--- config.mk ---
export PLATFORM = sky130hd
export DESIGN_NAME = dvfs_controller
export DESIGN_NICKNAME = d
export VERILOG_FILES = /design/src/rtl/dvfs_controller.sv
export SDC_FILE = /design/constraint.sdc
export NUM_CORES = 1
export LEC_CHECK = 0
export CAP_MARGIN = 20
export CORE_MARGIN = 10
export CORE_UTILIZATION = 40
export CTS_CLUSTER_DIAMETER = 120
export DETAILED_ROUTE_END_ITERATION = 10
export SLEW_MARGIN = 20
export SYNTH_ARGS = -nofsm -noshare
export SYNTH_HDL_FRONTEND = slang
export SYNTH_SLANG_ARGS = --single-unit
export TNS_END_PERCENT = 20
--- constraint.sdc ---
create_clock -name clk_in -period 2.8 [get_ports clk_in]
set_clock_uncertainty 0.15 [all_clocks]
set_input_delay 0.28 -clock clk_in [delete_from_list [all_inputs] [get_ports clk_in]]
set_output_delay 0.28 -clock clk_in [all_outputs]
set_load 0.02 [all_outputs]
--- src/rtl/dvfs_controller.sv ---
// Activity-driven DVFS sequencer with regulator handshake and clock mux.
// Ports: clk_in/rst, clk_div2/4/8 in, busy/force in, clk_out, levels, volt handshake, flags.
module dvfs_controller #(
    parameter int WINDOW_LOG2  = 8,
    parameter int HI_THRESH    = 192,
    parameter int LO_THRESH    = 64,
    parameter int VACK_TIMEOUT = 1024
) (
    input  logic       clk_in,
    input  logic       rst,
    input  logic       clk_div2,
    input  logic       clk_div4,
    input  logic       clk_div8,
    input  logic       busy,
    input  logic       force_en,
    input  logic [1:0] force_level,
    output logic       clk_out,
    output logic [1:0] perf_level,
    output logic [1:0] volt_level,
    output logic [1:0] volt_req,
    output logic       volt_req_valid,
    input  logic       volt_ack,
    output logic       switching,
    output logic       err_timeout
);

    localparam int CW = WINDOW_LOG2 + 1;
    localparam int TW = $clog2(VACK_TIMEOUT + 1);
    localparam logic [TW-1:0] TMO_LAST = TW'(VACK_TIMEOUT - 1);
    localparam logic [CW-1:0] HI_T = CW'(HI_THRESH);
    localparam logic [CW-1:0] LO_T = CW'(LO_THRESH);

    typedef enum logic [1:0] {IDLE, V_UP, F_SWITCH, V_DOWN} state_t;

    state_t                 state_q, state_d;
    logic [WINDOW_LOG2-1:0] win_q, win_d;
    logic [CW-1:0]          busy_q, busy_d;
    logic [1:0]             tgt_q, tgt_d;
    logic [1:0]             perf_q, perf_d;
    logic [1:0]             volt_q, volt_d;
    logic [1:0]             req_q, req_d;
    logic                   vld_q, vld_d;
    logic [TW-1:0]          tmo_q, tmo_d;
    logic                   err_q, err_d;
    logic                   clk_q, clk_d;

    logic          win_end;
    logic [CW-1:0] busy_inc;
    logic [1:0]    force_tgt;
    logic          aligned;
    logic          step_up;
    logic          step_dn;

    assign win_end   = &win_q;
    assign win_d     = win_q + 1'b1;
    // Includes the current cycle so the full window is evaluated.
    assign busy_inc  = (busy && !(&busy_q)) ? busy_q + 1'b1 : busy_q;
    assign busy_d    = win_end ? '0 : busy_inc;
    assign force_tgt = (force_level == 2'd3) ? 2'd2 : force_level;
    // All dividers low: every selectable clock is mid-low, so a switch here cannot cut a high phase.
    assign aligned   = !clk_div2 && !clk_div4 && !clk_div8;

    always_comb begin
        step_up = 1'b0;
        step_dn = 1'b0;
        if (state_q == IDLE) begin
            if (force_en) begin
                step_up = force_tgt > perf_q;
                step_dn = force_tgt < perf_q;
            end else if (win_end) begin
                step_up = (busy_inc >= HI_T) && (perf_q < 2'd2);
                step_dn = !step_up && (busy_inc <= LO_T) && (perf_q != 2'd0);
            end
        end
    end

    always_comb begin
        state_d = state_q;
        tgt_d   = tgt_q;
        perf_d  = perf_q;
        volt_d  = volt_q;
        req_d   = req_q;
        vld_d   = vld_q;
        err_d   = 1'b0;
        tmo_d   = vld_q ? tmo_q + 1'b1 : '0;
        unique case (state_q)
            IDLE: begin
                if (step_up) begin
                    tgt_d   = perf_q + 2'd1;
                    req_d   = perf_q + 2'd1;
                    vld_d   = 1'b1;
                    tmo_d   = '0;
                    state_d = V_UP;
                end else if (step_dn) begin
                    tgt_d   = perf_q - 2'd1;
                    state_d = F_SWITCH;
                end
            end
            V_UP, V_DOWN: begin
                if (vld_q && volt_ack) begin
                    vld_d   = 1'b0;
                    volt_d  = req_q;
                    state_d = (state_q == V_UP) ? F_SWITCH : IDLE;
                end else if (vld_q && tmo_q == TMO_LAST) begin
                    vld_d   = 1'b0;
                    err_d   = 1'b1;
                    state_d = IDLE;
                end
            end
            F_SWITCH: begin
                if (aligned) begin
                    perf_d = tgt_q;
                    if (tgt_q > perf_q) begin
                        state_d = IDLE;
                    end else begin
                        req_d   = tgt_q;
                        vld_d   = 1'b1;
                        tmo_d   = '0;
                        state_d = V_DOWN;
                    end
                end
            end
            default: state_d = IDLE;
        endcase
    end

    always_comb begin
        case (perf_q)
            2'd2:    clk_d = clk_div2;
            2'd1:    clk_d = clk_div4;
            default: clk_d = clk_div8;
        endcase
    end

    always_ff @(posedge clk_in or posedge rst) begin
        if (rst) begin
            state_q <= IDLE;
            win_q   <= '0;
            busy_q  <= '0;
            tgt_q   <= '0;
            perf_q  <= '0;
            volt_q  <= '0;
            req_q   <= '0;
            vld_q   <= 1'b0;
            tmo_q   <= '0;
            err_q   <= 1'b0;
            clk_q   <= 1'b0;
        end else begin
            state_q <= state_d;
            win_q   <= win_d;
            busy_q  <= busy_d;
            tgt_q   <= tgt_d;
            perf_q  <= perf_d;
            volt_q  <= volt_d;
            req_q   <= req_d;
            vld_q   <= vld_d;
            tmo_q   <= tmo_d;
            err_q   <= err_d;
            clk_q   <= clk_d;
        end
    end

    assign clk_out        = clk_q;
    assign perf_level     = perf_q;
    assign volt_level     = volt_q;
    assign volt_req       = req_q;
    assign volt_req_valid = vld_q;
    assign switching      = state_q != IDLE;
    assign err_timeout    = err_q;

endmodule

Yosys cells after proc, flatten, opt, wreduce, memory -nomap -nowiden
Cells that the tools add are included.

cells by class
  mux-type cells = 38
  magnitude comparators = 6
  add/sub/neg operators = 5
  bitwise gates (word level) = 0
  shifts and indexed selects = 0
  divide/modulo/power cells = 0
  multipliers = 0
  reduce and logical (&&, ||, !) cells = 27
  eq/ne operators = 12

operators by type and width
  operator                 count
  $mux W11                 4
  $mux W2                  13
  $pmux W11 S2             1
  $mux W9                  2
  $mux W1                  14
  $add A11 B1 Y11 const B  1
  $eq A11 B10 Y1 const B   1
  $add A9 B1 Y9 const B    1
  $ge A9 B8 Y1 const B     1
  $le A9 B7 Y1 const B     1
  $reduce_and A9 Y1        1
  $add A8 B1 Y8 const B    1
  $eq A2 B2 Y1 const B     4
  $logic_and A1 B1 Y1      8
  $reduce_and A4 Y1        2
  $reduce_and A8 Y1        1
  $reduce_bool A2 Y1       4
  $ne A2 B2 Y1 const B     3
  $ne A3 B3 Y1 const B     2
  $pmux W2 S3              1
  $reduce_and A2 Y1        3
  $logic_not A1 Y1         5
  $eq A2 B1 Y1 const B     2
  $gt A2 B2 Y1             2
  other kinds (10)         10

storage, ports and cells
  register bits after elaboration = 41
  logic and storage cells = 99
  bits in read-only memories = 0
  bits of input ports = 10
  memories = 0
  bits in writable memories = 0
  latch bits = 0
  output and inout port bits = 10

Logic depth before layout (Yosys ltp)
  word-level depth = 15
  mapped depth = 13
  gate-level depth less buffers = 11

Worst setup path after synthesis
No wires, ideal clock.

  path kind = flip-flop to flip-flop
  start point = reg busy_q[0]
  end point = reg tmo_q[7]
  arrival time = 2,463 ps
  clock period less this slack = 2,732 ps
  required time = 2,531 ps
  setup slack = 68 ps
  setup time = 119 ps
  buffers on the path = 2
  cell stages (with the launch flop) = 14
  path through = dfrtp_1 > ha_1 > nand4_1 > nor2_1 > ha_1 > and4b_1 > buf_4 > nand4_1 > a21oi_2 > o31ai_4 > a311oi_4 > nand2b_1 > buf_6 > nor2_2

on the way
  word-level cells in the longest chain between the ends = 11
  elaborated cells on any way between the ends = 12
  classes of those cells = add/sub: 1; order compare: 1; mux: 6; reduce/logical: 4

ends and longest elaborated chain
  what                                                                   line  text
  from (decl)                                                            37    logic [CW-1:0] busy_q, busy_d;
  from (signal assigned)                                                 151   busy_q <= busy_d;
  parallel branches: the longest is 3 deep, another holds $add A9 B1 Y9  n/a
  $mux W9 *                                                              57    assign busy_inc = (busy && !(&busy_q)) ? busy_q + 1'b1 : busy_q;
  $ge A9 B8 Y1 *                                                         71    step_up = (busy_inc >= HI_T) && (perf_q < 2'd2);
  $logic_and A1 B1 Y1 *                                                  71
  $mux W1 *                                                              70    end else if (win_end) begin
  $mux W1 *                                                              67    if (force_en) begin
  $mux W1 *                                                              66    if (state_q == IDLE) begin
  $mux W11 *                                                             88    if (step_up) begin
  $pmux W11 S2 *                                                         86    unique case (state_q)
  via tmo_d[7]                                                           43    logic [TW-1:0] tmo_q, tmo_d;
  to (signal assigned)                                                   157   tmo_q <= tmo_d;
  to (decl)                                                              43

Mark *: on every way through the listed nets, which the timed path passes.
A chain may end at the register's enable or synchronous reset.

Worst setup path after layout
  start point = reg busy_q[0]
  end point = reg tmo_q[9]

The elaborated chain is that of the path after synthesis.

==> metrics.yaml <==
place:
  dp.final_hpwl_mm: 3.05
  placedInstanceArea_mm2: 0.00253
  gp_congestion: 0.787
  port_buffers: 19
cts:
  clk_pin_slew_ns: 0.08
  htree_levels: 2
  cts_made_buffers: 5
  root_buffer: "clkbuf_8"
  cts_tree: "done"
  clk_latency_ns: 0.30
  clk_path_buf_depth: 2
  clkSinkCount: 41
status:
  status: "completed"
pwr:
  intPower_w: 0.00176
  power_frac_comb_pct: 46.7
  pwr-share-seq_pct: 32.4
  cellLeakagePower_nw: 1.21
  p_switching_w: 0.00102
  peakVddDrop_uv: 487
  switching_share_pct: 36.7
  clockPowerShare_pct: 20.9
  powerDensity_mw_per_mm2: 1000
setup_path:
  r2r_setup_slack_ns: 0.13
  cp.required_ns: 2.84
  crit_path_start: "busy_q[0]$_DFF_PP0_"
  cp-end-kind: "flip-flop"
  r2r_cells: 12
  crit_end: "tmo_q[9]$_DFF_PP0_"
  critical_path_class: "reg2reg"
  start_kind: "flip-flop"
  path_max_fanout: 6
  cp.arrival_ns: 2.72
  r2r-start: "busy_q[0]$_DFF_PP0_"
  rr_endpoint: "tmo_q[9]$_DFF_PP0_"
floorplan:
  die_y_um: 94.1
  die_w_um: 94.1
  die_area_mm2: 0.00886
  io_pins: 20
  initial_core_util_pct: 42.2
  rows: 26
  core_mm2: 0.00520
layout:
  layout-drive-gt1-share_pct: 19.8
  final_common_cell: "dfrtp_1"
  layout_common_cells: "dfrtp_1, nor2_1, nand2_1, clkdlybuf4s50_1, buf_4"
  syn_to_final_growth_pct: 26.2
  diodes: 0
  design_area_mm2: 0.00278
  layout.nets: 273
  utilization_pct: 53.3
synthesis:
  synth_flop_cell: "dfrtp_1"
  syn_inst: 216
  synthTopCellsByArea: "dfrtp_1, ha_1, xor2_1"
  yosysUniqueCellTypes: 41
  ys_async_sr_fraction_pct: 100
  synth_fp_nets: 237
  synth_top_area_share_pct: 46.7
  syn_area_mm2: 0.00220
  synth_seq_cells: 41
  yosysTopAreaCell: "dfrtp_1"
  yosysWarnings: 0
  syn_area_per_cell_um2: 10.2
  ys_seq_area_share_pct: 46.7
  synth_edf_count: 0
global_route:
  grtUsageTotal_pct: 9.90
  grt_pass1_wl_mm: 7.17
  antenna_found_initial: 0
  grt_pass1_vias: 1567
  overflow: 0
  grt_max_degree: 42
detailed_routing:
  drtIter0Drc: 69
  first_pass_iters: 4
  routedWlPerCell_um: 13.2
  via_per_inst: 4.94
  drc: 0
  vias: 1595
  drt_wl_total_mm: 4.25
  final_antenna_net_count: 0
timing:
  holdWs_ns: 0.259
  min_period_over_period_pct: 95.5
  slew_headroom_pct: 66.0
  hold_violations: 0
  max_freq_ghz: 0.374
  layout_min_cycle_time_ns: 2.67
  slew_viol_final: 0
  setup_viol: 0
  worst_pin_slew_ns: 0.510
flow_run:
  maxCapViolCount: 0
hold_path:
  hold_class: "in2async"
-- routing by layer --
layer | vias to the layer above | wire length (µm) | GRT usage, %
met5 | - | 0 | 0
met4 | 0 | 40 | 3.92
met3 | 7 | 192 | 3.28
met2 | 30 | 1970 | 15.7
met1 | 749 | 2050 | 12.1
li1 | 809 | - | -
-- registers in the layout, summed over array words and instances (netlist names), 2 cells and up --
signal      count
perf_level      2
tgt_q           2
tmo_q          11
state_q         2
volt_level      2
busy_q          9
volt_req        2
win_q           8
-- synth_stat cells, types with 3 or more instances --
cell type  count
a21oi_1        7
and3_1         3
clkbuf_1       4
dfrtp_1       41
ha_1          11
inv_1          9
mux2_2         4
mux2i_1        3
nand2_1       20
nand3_1       12
nand3b_1       3
nand4_1        4
nor2_1        21
nor2_2         9
nor2b_1        4
nor3_1         4
o21ai_0        3
o21bai_1       3
xnor2_1        9
xor2_1        13
-- power by group through the flow --
stage / logic, W / clock network, W / registers [W]
6_report: 0.00130 / 0.000580 / 0.000900
2_1_floorplan: 0.000707 / 0 / 0.000947
5_1_grt: 0.00144 / 0.000623 / 0.000924
3_5_place_dp: 0.00114 / 0 / 0.000903
3_3_place_gp: 0.00113 / 0 / 0.000903
4_1_cts: 0.00115 / 0.000594 / 0.000891
-- layout make-up --
class	count	area, µm²
fill	480	2430
multi-input combinational	159	1140
sequential	41	1030
timing repair buffer	36	348
tap	70	87.6
clock buffer	5	68.8
clock inverter	3	68.8
inverter	9	33.8
-- worst max-delay path, stage by stage (launching register included) --
cell and delay, ns:
dfrtp_1 0.39, ha_1 0.21, nand4_1 0.08, nor2_1 0.05
ha_2 0.18, and4b_2 0.31, nand3b_1 0.10, a21oi_2 0.20
o31ai_4 0.10, a311oi_4 0.37, nand2b_4 0.24, clkbuf_16 0.15
nor2_2 0.04
-- how the worst min path moves through the flow --
| stage | end | slack [ns] |
|---|---|---|
| after detailed placement | win_q[7]$_DFF_PP0_ | 0.31 |
| after floorplan | err_timeout$_DFF_PP0_ | 0.20 |
| after global routing | perf_level[1]$_DFFE_PP0P_ | 0.31 |
| final | volt_level[1]$_DFFE_PP0P_ | 0.26 |
| after global placement | win_q[7]$_DFF_PP0_ | 0.32 |
| after CTS | win_q[5]$_DFF_PP0_ | 0.28 |
-- metrics by stage --
stage                     TNS (ns)  setup WS, ns  std cells  power, W
after detailed placement         0        0.0472        311   0.00204
final                            0         0.125        323   0.00278
after CTS                        0        0.0320        319   0.00263
after floorplan                  0        0.0675        216   0.00165
after global placement           0         0.104        311   0.00203
after global routing       -0.0321      -0.00739        323   0.00299
-- logic make-up after synthesis --
kind of cell             synth area share [%]
multiplexers                             3.41
flip-flops                               46.7
AND/OR/NAND/NOR                          20.8
adder cells (fa/ha/maj)                  6.26
buffers and inverters                    3.41
XOR/XNOR                                 8.77
AO/OA/AOI/OAI                            10.6
-- repair_timing --
item / in CTS / in global routing
resized for setup: 0 / 11
endpoints found under the setup margin: 0 / 13
hold buffers: 0 / 0
setup buffers: 0 / 3
(Power assumes the default switching activity.)
